<file path="config.mk">
export PLATFORM = sky130hd
export DESIGN_NAME = latch_bank_ctrl
export DESIGN_NICKNAME = d
export VERILOG_FILES = /design/src/rtl/latch_ctrl_pkg.sv /design/src/rtl/rr_arbiter2.sv /design/src/rtl/latch_bank_ctrl.sv
export SDC_FILE = /design/constraint.sdc
export NUM_CORES = 1
export LEC_CHECK = 0
export ABC_AREA = 0
export BUFFER_PORTS_ARGS = -buffer_cell sky130_fd_sc_hd__buf_4
export CORE_ASPECT_RATIO = 0.7
export CORE_MARGIN = 1
export CORE_UTILIZATION = 50
export DETAILED_ROUTE_END_ITERATION = 16
export GPL_TIMING_DRIVEN = 0
export PLACE_DENSITY = 0.92
export REMOVE_ABC_BUFFERS = 1
export SETUP_SLACK_MARGIN = 0.1
export SLEW_MARGIN = 10
export SYNTH_ARGS = -nofsm -noshare
export SYNTH_HDL_FRONTEND = slang
export SYNTH_SLANG_ARGS = --single-unit
</file>
<file path="constraint.sdc">
create_clock -name clk -period 4.6 [get_ports clk]
set_clock_uncertainty 0.2 [all_clocks]
set_input_delay 1.38 -clock clk [delete_from_list [all_inputs] [get_ports clk]]
set_output_delay 1.38 -clock clk [all_outputs]
set_load 0.01 [all_outputs]
</file>
<file path="src/rtl/latch_ctrl_pkg.sv">
// Shared types and helpers for the latch bank write controller.
package latch_ctrl_pkg;

    typedef enum logic [2:0] {
        StIdle,
        StSetup,
        StOpen,
        StHold,
        StDone
    } state_e;

    // Width of the phase down-counter: enough for the largest CYC-1, never zero.
    function automatic int unsigned phase_cnt_w(input int unsigned setup_cyc,
                                                input int unsigned open_cyc,
                                                input int unsigned hold_cyc);
        int unsigned m;
        m = setup_cyc;
        if (open_cyc > m) m = open_cyc;
        if (hold_cyc > m) m = hold_cyc;
        return (m > 1) ? $clog2(m) : 1;
    endfunction

endpackage

</file>
<file path="src/rtl/rr_arbiter2.sv">
// Two-requester round-robin arbiter; the pointer names the requester that wins a tie.
module rr_arbiter2 (
    input  logic       clk,
    input  logic       rst_n,
    input  logic [1:0] req,
    input  logic       adv,
    output logic [1:0] gnt
);

    logic ptr_q;
    logic ptr_d;

    always_comb begin
        gnt = req;
        if (req == 2'b11) begin
            gnt = ptr_q ? 2'b10 : 2'b01;
        end
    end

    // After a grant the pointer moves to the requester that did not win.
    always_comb begin
        ptr_d = ptr_q;
        if (adv) begin
            ptr_d = ~gnt[1];
        end
    end

    always_ff @(posedge clk) begin
        if (!rst_n) begin
            ptr_q <= 1'b0;
        end else begin
            ptr_q <= ptr_d;
        end
    end

endmodule

</file>
<file path="src/rtl/latch_bank_ctrl.sv">
// Sequences setup/open/hold writes into a latch bank shared by two round-robin requesters.
module latch_bank_ctrl
    import latch_ctrl_pkg::*;
#(
    parameter int unsigned W         = 8,
    parameter int unsigned N         = 4,
    parameter int unsigned SETUP_CYC = 2,
    parameter int unsigned OPEN_CYC  = 2,
    parameter int unsigned HOLD_CYC  = 1,
    localparam int unsigned AW       = (N > 1) ? $clog2(N) : 1
) (
    input  logic          clk,
    input  logic          rst_n,
    input  logic [1:0]    req,
    input  logic [AW-1:0] addr0,
    input  logic [AW-1:0] addr1,
    input  logic [W-1:0]  data0,
    input  logic [W-1:0]  data1,
    output logic [1:0]    gnt,
    output logic [1:0]    ack,
    output logic          busy,
    output logic          err,
    output logic [W-1:0]  lat_d,
    output logic [N-1:0]  lat_en
);

    localparam int unsigned CW = phase_cnt_w(SETUP_CYC, OPEN_CYC, HOLD_CYC);
    localparam logic [AW:0] NumLat = (AW + 1)'(N);

    state_e          state_q, state_d;
    logic [CW-1:0]   cnt_q, cnt_d;
    logic [AW-1:0]   addr_q, addr_d;
    logic [1:0]      arb_gnt;
    logic            grant;
    logic            addr_ok;
    logic [AW-1:0]   win_addr;
    logic [W-1:0]    win_data;

    logic [1:0]      gnt_d, ack_d;
    logic            busy_d, err_d;
    logic [W-1:0]    lat_d_d;
    logic [N-1:0]    lat_en_d;

    assign grant    = (state_q == StIdle) && (req != 2'b00);
    assign win_addr = arb_gnt[1] ? addr1 : addr0;
    assign win_data = arb_gnt[1] ? data1 : data0;
    assign addr_ok  = {1'b0, addr_q} < NumLat;

    rr_arbiter2 u_arb (
        .clk   (clk),
        .rst_n (rst_n),
        .req   (req),
        .adv   (grant),
        .gnt   (arb_gnt)
    );

    always_ff @(posedge clk) begin
        if (!rst_n) begin
            state_q <= StIdle;
            cnt_q   <= '0;
            addr_q  <= '0;
        end else begin
            state_q <= state_d;
            cnt_q   <= cnt_d;
            addr_q  <= addr_d;
        end
    end

    always_comb begin
        state_d = state_q;
        cnt_d   = cnt_q;
        addr_d  = addr_q;
        unique case (state_q)
            StIdle: begin
                if (grant) begin
                    state_d = StSetup;
                    cnt_d   = CW'(SETUP_CYC - 1);
                    addr_d  = win_addr;
                end
            end
            StSetup: begin
                if (cnt_q == '0) begin
                    state_d = StOpen;
                    cnt_d   = CW'(OPEN_CYC - 1);
                end else begin
                    cnt_d = cnt_q - CW'(1);
                end
            end
            StOpen: begin
                if (cnt_q == '0) begin
                    state_d = StHold;
                    cnt_d   = CW'(HOLD_CYC - 1);
                end else begin
                    cnt_d = cnt_q - CW'(1);
                end
            end
            StHold: begin
                if (cnt_q == '0) begin
                    state_d = StDone;
                end else begin
                    cnt_d = cnt_q - CW'(1);
                end
            end
            StDone: begin
                state_d = StIdle;
            end
            default: begin
                state_d = StIdle;
            end
        endcase
    end

    // Outputs are computed from the next state so every port comes straight from a flop.
    always_comb begin
        gnt_d   = gnt;
        lat_d_d = lat_d;
        if (state_d == StIdle) begin
            gnt_d = 2'b00;
        end else if (grant) begin
            gnt_d   = arb_gnt;
            lat_d_d = win_data;
        end
        busy_d = (state_d != StIdle);
        ack_d  = (state_d == StDone) ? gnt : 2'b00;
        err_d  = (state_d == StDone) && !addr_ok;
        // An out-of-range address matches no index, so the bank stays closed.
        for (int i = 0; i < int'(N); i++) begin
            lat_en_d[i] = (state_d == StOpen) && (addr_q == AW'(i));
        end
    end

    always_ff @(posedge clk) begin
        if (!rst_n) begin
            gnt    <= 2'b00;
            ack    <= 2'b00;
            busy   <= 1'b0;
            err    <= 1'b0;
            lat_d  <= '0;
            lat_en <= '0;
        end else begin
            gnt    <= gnt_d;
            ack    <= ack_d;
            busy   <= busy_d;
            err    <= err_d;
            lat_d  <= lat_d_d;
            lat_en <= lat_en_d;
        end
    end

endmodule

</file>
==> metrics <==
Crit-path slowest cell a21boi_1; clk_lat worst skew 0.32 ns; GR Overflow Total 0; TritonCTS Buffers 3; layout cells sized above 1 33.3%; first-pass GRT wire length 3.87 mm; DIE AREA 0.00231 mm²; # diodes 0; Critical Path Start Type input pin; die width 57.0 µm; CP Cell Sequence buf_4 -> a21boi_1 -> nand3b_1 -> o2111a_1; multi-input logic area 502 µm²; status finished with violations; Min-Delay Path Class reg -> reg; Reg area 480 µm²; max-slew violation total from the final report 0; xor/xnor share of the synthesized area 0.826%; most frequent cells after synthesis dfxtp_1, o2111a_1, nand3b_1, o21ai_0, o21bai_1; final net count 169; Gate Count Post-Synth 108; FMAX 398 MHz; Detailed Route Iter0 Violations 38; largest family of logic cells by synthesized area compound AO/OA/AOI/OAI gates; ranking of synthesized cells by area dfxtp_1, o2111a_1, nand3b_1, o21bai_1, o21ai_0; total setup buffers inserted after CTS 0; Pwr Density 579 mW/mm²; Yosys reg bits 24; actual slew at the worst max-slew pin 0.859 ns; clock buffer depth 2; ys flop type dfxtp_1; crit path time final 2.51 ns; Yosys warning count 0; Yosys top cell by area dfxtp_1; VDD IR-drop max 0.329 mV; Die H 40.5 µm; Setup crit start req[1]; Crit path required time 4.63 ns; final setup TNS 0 ns; Post-CTS Resized 0; Simple-Gate Fraction of Synth Area 20.7%; Vias 971; port bufs 40; antenna viol nets, final 0; Netlist cell types 30; Final Hold Fails 0; crit-path max FO 11; Filler cells 155; Core ar. 0.00192 mm²; Slew HR 42.5%; DP HPWL 1.73 mm; most common cell in the netlist dfxtp_1; RSZ-0062 raised after global routing no; crit share post-route 54.6%; placed insts 162; leakage power 0.603 nW; CP Class in -> reg; Finished Layout Cells 166; Clock Sinks 24; crit path capture type register; mapped cell area 0.00106 mm²; syn avg cell area 9.81 µm²; post-synthesis sequential area ratio 45.3%; DRC Markers 2; Clock transition at path regs 0.14 ns; mux cell area share after synthesis 0%; max cap viols 0; adder-cell share of the synthesized area 0%; H-tree levels 1; gr usage total 23.2%; Worst Path Arrival 2.54 ns; WL/cell 14.6 µm; vias per cell 5.85; Initial Util 55.2%; Async SR Flop Fraction 0%; Hold-fix buffers, CTS 0; top-area cell type share of the netlist area 45.3%; vias in the first global route 936; Routed WL 2.42 mm; initial antenna violation count 0; number of synthesized flops with an enable pin 0; io pins 42; post-synthesis compound-gate area fraction 25.5%; failing checks design-rule violations; GP Congestion 0.835; Pre-antenna DRT Iters 10; slowest stage delay, CP 0.67 ns; largest net degree at the start of global routing 16; CTS tree yes; Clock Root Buffer clkbuf_4; Core Rows 13; Layout Area Growth over Synthesis 30.7%; PnR Total Power 802 µW; final setup vio count 0; hold_sp gnt[1]$_SDFFE_PP0P_; worst r2r src state_q[0]$_SDFF_PN0_
## worst paths after layout
kind,endpoint,slack (ns),cells after the start
setup reg to reg,lat_d[0]$_SDFFE_PN0P_,2.64,3
setup / recovery,lat_d[5]$_SDFFE_PN0P_,2.09,4
hold / removal,ack[1]$_SDFF_PN0_,0.25,2
hold reg to reg,ack[1]$_SDFF_PN0_,0.25,2
## per-stage QoR
| stage | setup slack (ns) | hold WS, ns | utilization (%) | area (µm²) |
|---|---|---|---|---|
| after floorplan | 1.96 | 0.250 | - | 1000 |
| after global placement | 1.48 | 0.228 | 69.4 | 1330 |
| after detailed placement | 1.38 | 0.231 | 69.4 | 1330 |
| after CTS | 1.74 | 0.250 | 72.2 | 1390 |
| after global routing | 1.97 | 0.266 | 72.2 | 1390 |
| final | 2.09 | 0.251 | 72.2 | 1390 |
## kinds of logic (layout without fill, tap and decap cells)
kind of cell,count (synthesis),after routing
flops,24,24
other cells,1,1
xor+xnor,1,1
simple gates,32,32
compound gates,36,36
buf+inv,14,50
## final cells by class
cell class	instances	area share [%]
Multi-Input combinational cell	70	36.2
Timing Repair Buffer	40	21.7
Tap cell	22	1.99
Inverter	6	1.63
Sequential cell	24	34.7
Clock buffer	3	1.63
Clock inverter	1	2.17
## report_power, final
part,switching [mW],internal (mW)
logic,0.167,0.160
clock network,0.0648,0.0882
registers,0.0560,0.266
## state kept, by name, indices dropped and copies added, names as in the netlist
name         cells
lat_d            8
lat_en           4
state_q          3
ack              2
addr_q           2
gnt              2
busy             1
cnt_q            1
u_arb.ptr_q      1
## placed cells by master (no fill, tap or decap), types with 4 or more instances in the layout
cell type and instances:
a21oi_1 6, buf_4 40, dfxtp_1 24, inv_1 6
nand3b_1 8, nor2_1 4, nor3b_1 4, o2111a_1 9
o21ai_0 8, o21bai_1 8
## critical path, delay by kind of cell
family,cells,cell delay (ns)
buffers and inverters,1,0.14
and+or+nand+nor,1,0.17
AOI/OAI and AO/OA,2,0.86
## layer usage
layer  vias up  wire length (µm)  part of all wire [%]  global-route usage (%)
met1       458              1020                    42                    23.8
li1        470                 -                     -                       -
met3         4               160                   6.6                    8.71
met2        39              1220                    50                    45.6
met5         -                 0                     0                       0
met4         0                23                  0.95                    8.54
Power figures use the tool's default switching activity.
